[config.mk]
export PLATFORM = sky130hd
export DESIGN_NAME = frame_rr_sched
export DESIGN_NICKNAME = d
export VERILOG_FILES = /design/src/rtl/frame_rr_sched.sv
export SDC_FILE = /design/constraint.sdc
export NUM_CORES = 1
export LEC_CHECK = 0
export ABC_AREA = 1
export CORE_MARGIN = 2
export CORE_UTILIZATION = 35
export DETAILED_ROUTE_END_ITERATION = 6
export PLACE_DENSITY_LB_ADDON = 0.1
export SYNTH_ARGS = -nofsm -noshare
export SYNTH_HDL_FRONTEND = slang
export SYNTH_SLANG_ARGS = --single-unit
[constraint.sdc]
create_clock -name clk -period 3.5 [get_ports clk]
set_input_delay 0.7 -clock clk [delete_from_list [all_inputs] [get_ports clk]]
set_output_delay 0.7 -clock clk [all_outputs]
set_load 0.02 [all_outputs]
[src/rtl/frame_rr_sched.sv]
// Two-requester round-robin frame scheduler.
// A frame is granted to one AXI-Stream source, its length is latched in IDLE,
// the grant is held for exactly len+1 accepted beats, then priority flips to
// the other requester. cnt_limit feeds a downstream count/align block.
//
// state  | meaning
// IDLE   | no frame in flight; samples requesters and their len inputs
// LOAD   | one quiet cycle so downstream sees a stable cnt_limit first
// ACTIVE | granted stream passed through combinationally until tlast beat

module frame_rr_sched #(
  parameter int DATA_WIDTH = 32
) (
  input  logic                  clk,
  input  logic                  sync_reset_n,
  input  logic                  s0_axis_tvalid,
  input  logic [DATA_WIDTH-1:0] s0_axis_tdata,
  output logic                  s0_axis_tready,
  input  logic                  s1_axis_tvalid,
  input  logic [DATA_WIDTH-1:0] s1_axis_tdata,
  output logic                  s1_axis_tready,
  input  logic [15:0]           len0,
  input  logic [15:0]           len1,
  output logic                  m_axis_tvalid,
  output logic [DATA_WIDTH-1:0] m_axis_tdata,
  input  logic                  m_axis_tready,
  output logic                  m_axis_tid,
  output logic                  m_axis_tlast,
  output logic [15:0]           cnt_limit,
  output logic                  frame_done,
  output logic                  busy
);

  typedef enum logic [1:0] {
    IDLE   = 2'd0,
    LOAD   = 2'd1,
    ACTIVE = 2'd2
  } state_t;

  state_t      state_q;
  logic        grant_q;
  logic        prio_q;
  logic [15:0] beat_cnt_q;
  logic [15:0] limit_q;
  logic        frame_done_q;

  logic        active;
  logic        beat;
  logic        last_cnt;
  logic        winner_d;
  logic        any_req;
  logic [15:0] win_len_d;

  // Arbitration: a lone requester wins outright, a tie goes to prio.
  always_comb begin
    any_req  = s0_axis_tvalid | s1_axis_tvalid;
    winner_d = 1'b0;
    if (s0_axis_tvalid && s1_axis_tvalid) begin
      winner_d = prio_q;
    end else if (s1_axis_tvalid) begin
      winner_d = 1'b1;
    end
    win_len_d = winner_d ? len1 : len0;
  end

  // Zero-latency pass-through of the granted stream while ACTIVE.
  always_comb begin
    active         = (state_q == ACTIVE);
    last_cnt       = (beat_cnt_q == 16'd0);
    m_axis_tvalid  = active & (grant_q ? s1_axis_tvalid : s0_axis_tvalid);
    m_axis_tdata   = grant_q ? s1_axis_tdata : s0_axis_tdata;
    s0_axis_tready = active & ~grant_q & m_axis_tready;
    s1_axis_tready = active &  grant_q & m_axis_tready;
    m_axis_tid     = grant_q;
    m_axis_tlast   = active & last_cnt;
    beat           = m_axis_tvalid & m_axis_tready;
    cnt_limit      = limit_q;
    frame_done     = frame_done_q;
    busy           = (state_q != IDLE);
  end

  // Frame sequencing, grant/priority and beat down-counter.
  always_ff @(posedge clk) begin
    if (!sync_reset_n) begin
      state_q      <= IDLE;
      grant_q      <= 1'b0;
      prio_q       <= 1'b0;
      beat_cnt_q   <= 16'd0;
      limit_q      <= 16'd0;
      frame_done_q <= 1'b0;
    end else begin
      frame_done_q <= 1'b0;
      case (state_q)
        IDLE: begin
          if (any_req) begin
            grant_q    <= winner_d;
            limit_q    <= win_len_d;
            beat_cnt_q <= win_len_d;
            state_q    <= LOAD;
          end
        end
        LOAD: begin
          state_q <= ACTIVE;
        end
        ACTIVE: begin
          if (beat) begin
            if (last_cnt) begin
              state_q      <= IDLE;
              prio_q       <= ~grant_q;
              frame_done_q <= 1'b1;
            end else begin
              beat_cnt_q <= beat_cnt_q - 16'd1;
            end
          end
        end
        default: begin
          state_q <= IDLE;
        end
      endcase
    end
  end

endmodule

### After elaboration in Yosys (flattened, before gate mapping)

Index checks and enable logic that the tools add are counted.

| word-level totals | value |
|---|---|
| flip-flop bits (word level) | 37 |
| output and inout port bits | 55 |
| input port bits | 101 |

| cells by class | value |
|---|---|
| bitwise gates (word level) | 9 |
| $add $sub $neg | 1 |
| reductions and logical operators | 10 |
| eq/ne operators | 6 |
| mux-type cells | 14 |

Operator list:

| operator | number |
|---|---|
| 16-bit two-way mux | 4 |
| 32-bit two-way mux | 1 |
| 16-bit one-hot mux with 2 select lines | 1 |
| 16-bit zero test | 1 |
| 16-bit by 1-bit subtractor with 16-bit output (second input constant) | 1 |
| 3-bit AND reduction | 3 |
| 1-bit bitwise AND | 7 |
| 2-bit two-way mux | 3 |
| 2-bit one-hot mux with 3 select lines | 1 |
| 1-bit two-way mux | 4 |
| 2-bit by 1-bit != test with 1-bit output (second input constant) | 2 |
| 2-bit != test (second input constant) | 2 |
| 4-bit AND reduction | 1 |
| 2-bit nonzero test | 2 |
| 2-bit by 1-bit equality test with 1-bit output (second input constant) | 1 |
| 2-bit equality test (second input constant) | 1 |
| 2-bit zero test | 1 |
| 2-bit AND reduction | 1 |
| 1-bit logical AND | 1 |
| 1-bit inverter | 1 |
| 1-bit OR | 1 |

### Longest topological paths before layout

Gate-level depths: netlist of run 1.

| depth | value |
|---|---|
| depth after elaboration | 5 |
| gate-level depth with buffers | 11 |
| depth with buffers taken out | 11 |

### Worst setup path before layout of run 1

OpenSTA, ideal clock, no wires.

| timing path | value |
|---|---|
| path kind | reg-to-output |
| from | reg beat_cnt_q[0] |
| to | out m_axis_tlast |
| arrival time | 1.326 ns |
| stages on the path, launching flop included | 9 |
| setup slack | 1.474 ns |
| data required time | 2.800 ns |
| buffers on the path | 0 |
| path through | dfxtp_1 inv_1 ha_1 inv_1 nor2_1 nand3_1 nor2_1 nand3b_1 nor2_1 |

| on the way | value |
|---|---|
| longest elaborated chain between the ends | 2 |

RTL lines:

| element | line | RTL |
|---|---|---|
| start, declared | 43 | `logic [15:0] beat_cnt_q;` |
| start signal, assigned | 98 | `beat_cnt_q <= win_len_d;` |
| start signal, assigned | 112 | `beat_cnt_q <= beat_cnt_q - 16'd1;` |
| 16-bit zero test | 69 | `last_cnt = (beat_cnt_q == 16'd0);` |
| 1-bit bitwise AND | 75 | `m_axis_tlast = active & last_cnt;` |
| end, declared | 28 | `output logic m_axis_tlast,` |

Every way passes these cells.

### Worst setup path in the final report of run 1

Ends and elaborated chain as after synthesis.

==> results.txt, run 1 <==
Synth cell types: 29
Max Root-Sink Buffers: 2
Max Slew Vio Count: 0
Pin count of the biggest net entering global routing: 38
Hold path depth: 1
Synth top area cells: nand2_1 31%, dfxtp_1 28%, nor2_1 11%
Fillers: 711
H-tree levels: 2
Area growth from synthesis to layout: 63.4%
Yosys reg bits: 37
Share of cells above drive strength 1: 3.33%
Vias: 3,353
Worst Hold Class: reg -> reg
RSZ-0062 raised after global routing: false
Measured slew at the worst slew-check pin: 0.763 ns
Initial antenna violation count: 0
Post-route ant nets: 0
Startpoint type of the worst setup path: flop
Syn_nets: 589
Total clock buffers created by CTS: 5
PortBufs: 155
Placed Area: 4230 µm²
Post-synthesis sequential area ratio: 28.0%
Synth Instances: 487
Ports: 156
Die X: 90.9 µm
Crit path DAT: 2.31 ns
Peak VDD IR: 185 µV
Detailed Route WL: 9.43 mm
Yosys top cell area share: 31.0%
NumNets Final: 733
Max Freq: 332 MHz
Crit path max fanout: 4
Cell Area, Synth: 2640 µm²
Vias per cell: 4.59
Clock Latency Late Sink: 0.29 ns
Sink Count: 37
CP Capture Type: output port
CTS resizes: 0
PnR worst setup slack: 0.489 ns
Synth Warn #: 0
Row cnt: 31
Tot GR Track Use: 23.4%
R2R depth: 7
Clock Tree Root: clkbuf_8
Max Cap Viol: 0
Crit Path Class: reg -> out
Reg clk slew, reported paths: 0.07 ns
Worst Skew: 0.00244 ns
Placed Instances: 723
Iteration-0 DRC Markers: 117
Crit path time final: 3.01 ns
Antenna fix cells: 0
First-pass GRT wire length: 15.8 mm
Fin cells: 730
Drt wl/cell: 12.9 µm
Die Ht: 90.9 µm
Cell Pwr Density: 363 nW/µm²
WP data required: 2.80 ns
Die footprint: 8260 µm²
Total power draw: 1.57 mW
Starting density of the core: 36.3%
Status: finished, final reports clean
Overflow after GRT: 0
Final Setup Violations: 0
CTS Hold Bufs: 0
DR pass1 iterations: 4
CTS tree: built
Synth Area per Inst: 5.43 µm²
Final Cell Area: 4320 µm²
Vias in the first global route: 3,139
Post-CTS Setup Repair Bufs: 0
Final hold viol count: 0
GP Congestion: 0.807
Fin crit share: 86.0%
Pre-CTS WS: 0.557 ns
Drc violations: 0
Lkg Pwr: 2.11 nW
Core area: 7290 µm²
HPWL Detailed: 7.31 mm
Setup TNS: 0 ns
Post-synth top area cell: nand2_1
Relative slew slack: 49.0%
[per-stage QoR]
| stage | utilization (%) | hold WS [ns] |
|---|---|---|
| after detailed placement | 58.1 | 0.462 |
| after global routing | 59.2 | 0.492 |
| after floorplan | - | 0.435 |
| final | 59.2 | 0.470 |
| after global placement | 58.1 | 0.451 |
| after CTS | 59.2 | 0.472 |
[routing by layer]
metal / GRT usage [%] / routed length, µm / up-vias
met5: 0 / 0 / -
met3: 4.84 / 539 / 10
met2: 42.0 / 4590 / 96
met1: 28.3 / 4160 / 1482
li1: - / - / 1765
met4: 5.93 / 138 / 0
[path summary, 6_finish.rpt]
check	from	endpoint	slack [ns]
worst max-delay path	beat_cnt_q[0]	m_axis_tlast	0.49
worst min-delay path	state_q[1]	state_q[1]	0.47
worst max register to register	state_q[0]	beat_cnt_q[14]	1.23
worst min register to register	state_q[1]	state_q[1]	0.47
[cells by family after synthesis]
family	count (synthesis)	synth area share (%)
flip-flops	37	28.0
adder cells (fa/ha/maj)	1	0.473
AO/OA/AOI/OAI	41	8.57
XOR/XNOR	3	0.994
AND/OR/NAND/NOR	335	50.7
buffers and inverters	70	11.3
[report_power, final]
group,leakage (nW),internal [mW],switching [mW]
logic,1.76,0.334,0.408
clock network,0.0443,0.156,0.150
registers,0.307,0.479,0.0417
[layout by cell type (no fill, tap or decap), drive strengths merged]
master	netlist	routed
o211ai	8	8
a21oi	11	11
xor2	3	3
ha	1	1
clkbuf	8	7
inv	48	48
dfxtp	37	37
buf	14	4
or2	3	3
o21ai	21	21
nor2	82	82
nand2	219	219
nand4	1	1
clkdlybuf4s50	0	155
nor3	4	4
nand3b	2	2
a31oi	1	1
nand3	24	24
[final cells by class]
class                   count  area, µm²  area share (%)
well taps                  99        124            2.87
inverters                  48        183            4.23
flip-flops and latches     37        741            17.1
clock buffers               7       86.3            2.00
repair buffers            159       1580            36.6
multi-input cells         380       1610            37.2
[worst max-delay path, cell delays in order (launching register included)]
cell             delay (ns)
dfxtp_1                0.31
inv_1                  0.08
ha_1                   0.21
inv_1                  0.05
nor2_1                 0.13
nand3_1                0.16
nor2_1                 0.17
nand3b_1               0.14
nor2_1                 0.13
clkdlybuf4s50_1        0.63
[state kept, by name, summed over array words and instances, names as in the netlist]
signal	flops
cnt_limit	16
beat_cnt_q	16
m_axis_tid	1
prio_q	1
state_q	2
frame_done	1
[cells in the mapped netlist]
cell type and number:
a21oi_1 11, a31oi_1 1, buf_1 1, buf_2 8, buf_4 4, buf_6 1
clkbuf_1 8, dfxtp_1 37, ha_1 1, inv_1 46, inv_2 1, inv_4 1
nand2_1 218, nand2_2 1, nand3_1 22, nand3_2 2, nand3b_1 2, nand4_1 1
nor2_1 79, nor2_2 2, nor2_4 1, nor3_1 3, nor3_2 1, o211ai_1 8
o21ai_0 16, o21ai_1 5, or2_1 1, or2_2 2, xor2_1 3
Note: power is estimated with default switching activity, not from simulation.
==> run 2: changes to the inputs <==
--- a/config.mk
+++ b/config.mk
@@ -9,6 +9,7 @@
 export CORE_MARGIN = 2
 export CORE_UTILIZATION = 35
 export DETAILED_ROUTE_END_ITERATION = 6
+export HOLD_SLACK_MARGIN = 0.08
 export PLACE_DENSITY_LB_ADDON = 0.1
 export SYNTH_ARGS = -nofsm -noshare
 export SYNTH_HDL_FRONTEND = slang
==> results of run 2 <==
Same layout as run 1: the final DEF is identical, and so are final timing and power.
==> run 3: changes to the inputs <==
--- a/config.mk
+++ b/config.mk
@@ -7,7 +7,7 @@
 export LEC_CHECK = 0
 export ABC_AREA = 1
 export CORE_MARGIN = 2
-export CORE_UTILIZATION = 35
+export CORE_UTILIZATION = 41
 export DETAILED_ROUTE_END_ITERATION = 6
 export HOLD_SLACK_MARGIN = 0.08
 export PLACE_DENSITY_LB_ADDON = 0.1
==> results.txt, run 3 (synthesis gave the netlist of run 1 again) <==
Status: finished, final reports clean
GP Congestion: 0.868
Pin count of the biggest net entering global routing: 35
Ports: 156
Drt wl/cell: 13.0 µm
WP data required: 2.80 ns
Crit-path most repeated cell: nor2_1
Area growth from synthesis to layout: 63.8%
Peak VDD IR: 280 µV
H-tree levels: 2
Final Util: 69.0%
Crit path cell chain: inv_1 -> ha_1 -> inv_1 -> nor2_1 -> nand3_1 -> nor2_1 -> nand3b_1 -> nor2_1 -> clkdlybuf4s50_1
Detailed Route WL: 9.26 mm
Starting density of the core: 42.1%
Max Slew Vio Count: 0
Crit path DAT: 2.27 ns
Lkg Pwr: 2.13 nW
Startpoint type of the worst setup path: flop
Post-route ant nets: 0
Sink Count: 37
Share of cells above drive strength 1: 3.63%
Crit path time final: 2.97 ns
Overflow after GRT: 0
CTS Hold Bufs: 0
Reg clk slew, reported paths: 0.08 ns
Final Setup Violations: 0
NumNets Final: 734
CP max-delay cell: clkdlybuf4s50_1
First-pass GRT wire length: 15.0 mm
Cell Pwr Density: 381 nW/µm²
Setup TNS: 0 ns
Most frequent cells in the layout: 218 x nand2_1, 155 x clkdlybuf4s50_1, 79 x nor2_1, 46 x inv_1, 37 x dfxtp_1
Hold_sp: state_q[1]
Max Freq: 337 MHz
PortBufs: 155
Max Cap Viol: 0
Measured slew at the worst slew-check pin: 0.620 ns
Drc violations: 0
Fillers: 565
Post-CTS Setup Repair Bufs: 0
Vias in the first global route: 3,129
CP Capture Type: output port
Die Ht: 84.3 µm
Reg2Reg Setup Slack: 1.24 ns
Core area: 6280 µm²
Vias: 3,419
Worst Hold Class: reg -> reg
Total clock buffers created by CTS: 5
Hold path depth: 1
Sequential cell area: 741 µm²
Initial antenna violation count: 0
Fin crit share: 84.9%
Row cnt: 29
Worst flop-to-flop path endpoint: beat_cnt_q[11]
Min-Delay Endpoint: state_q[1]
HPWL Detailed: 7.38 mm
Crit Path Class: reg -> out
RSZ-0062 raised after global routing: false
CTS tree: built
CP max stage delay: 0.60 ns
Final hold viol count: 0
Die X: 84.3 µm
Leading cell type in the layout, fill and taps excluded: nand2_1
R2R depth: 8
Max Root-Sink Buffers: 2
Die footprint: 7110 µm²
CP startpoint: beat_cnt_q[0]
Iteration-0 DRC Markers: 111
Relative slew slack: 58.6%
Antenna fix cells: 0
Clock Latency Late Sink: 0.29 ns
Tot GR Track Use: 25.7%
Vias per cell: 4.82
Worst Skew: 0.00631 ns
Worst r2r src: m_axis_tid
Crit path max fanout: 4
DR pass1 iterations: 4
Clock Tree Root: clkbuf_8
Multi-input gate area: 1610 µm²
CTS resizes: 0
==> run 3: critical path: cells and delay by family, from the launching register on <==
family | cells | cell delay (ns)
AND/OR/NAND/NOR | 5 | 0.71
buffers and inverters | 3 | 0.75
flip-flops | 1 | 0.31
adder cells (fa/ha/maj) | 1 | 0.21
==> run 3: power by group <==
part	internal (mW)	switching (mW)	total (mW)
Sequential	0.479	0.0447	0.524
Combinational	0.336	0.408	0.743
Clock	0.232	0.151	0.383
Total	1.05	0.603	1.65
==> run 3: cell type report <==
class,count,share of cell area (%)
Inverter,48,4.22
Multi-Input combinational cell,380,37.1
Timing Repair Buffer,160,36.7
Tap cell,77,2.22
Clock inverter,1,0.693
Sequential cell,37,17.1
Clock buffer,7,1.99
==> run 3: metrics by stage <==
step,power (mW),hold slack [ns],cells,worst slack [ns],area (µm²)
after global placement,1.26,0.452,702,0.574,4210
after CTS,1.66,0.493,710,0.505,4330
after global routing,1.77,0.501,710,0.361,4330
final,1.65,0.489,710,0.529,4330
after floorplan,0.964,0.435,487,1.47,2640
after detailed placement,1.27,0.482,702,0.565,4210
==> run 3: worst max path at each step <==
stage | end | slack (ns)
5_1_grt | m_axis_tlast | 0.36
6_report | m_axis_tlast | 0.53
3_3_place_gp | m_axis_tvalid | 0.57
2_1_floorplan | m_axis_tlast | 1.47
4_1_cts | m_axis_tlast | 0.50
3_5_place_dp | m_axis_tvalid | 0.57
==> run 3: per-layer routing <==
layer  routed length (µm)  GRT usage, %  part of all wire, %  up-vias
met2                 4570          46.2                   49      121
met3                  575          5.51                  6.2       24
met4                  303          10.3                  3.3        0
met5                    0             0                    0        -
met1                 3810          29.6                   41     1502
li1                     -             -                    -     1772
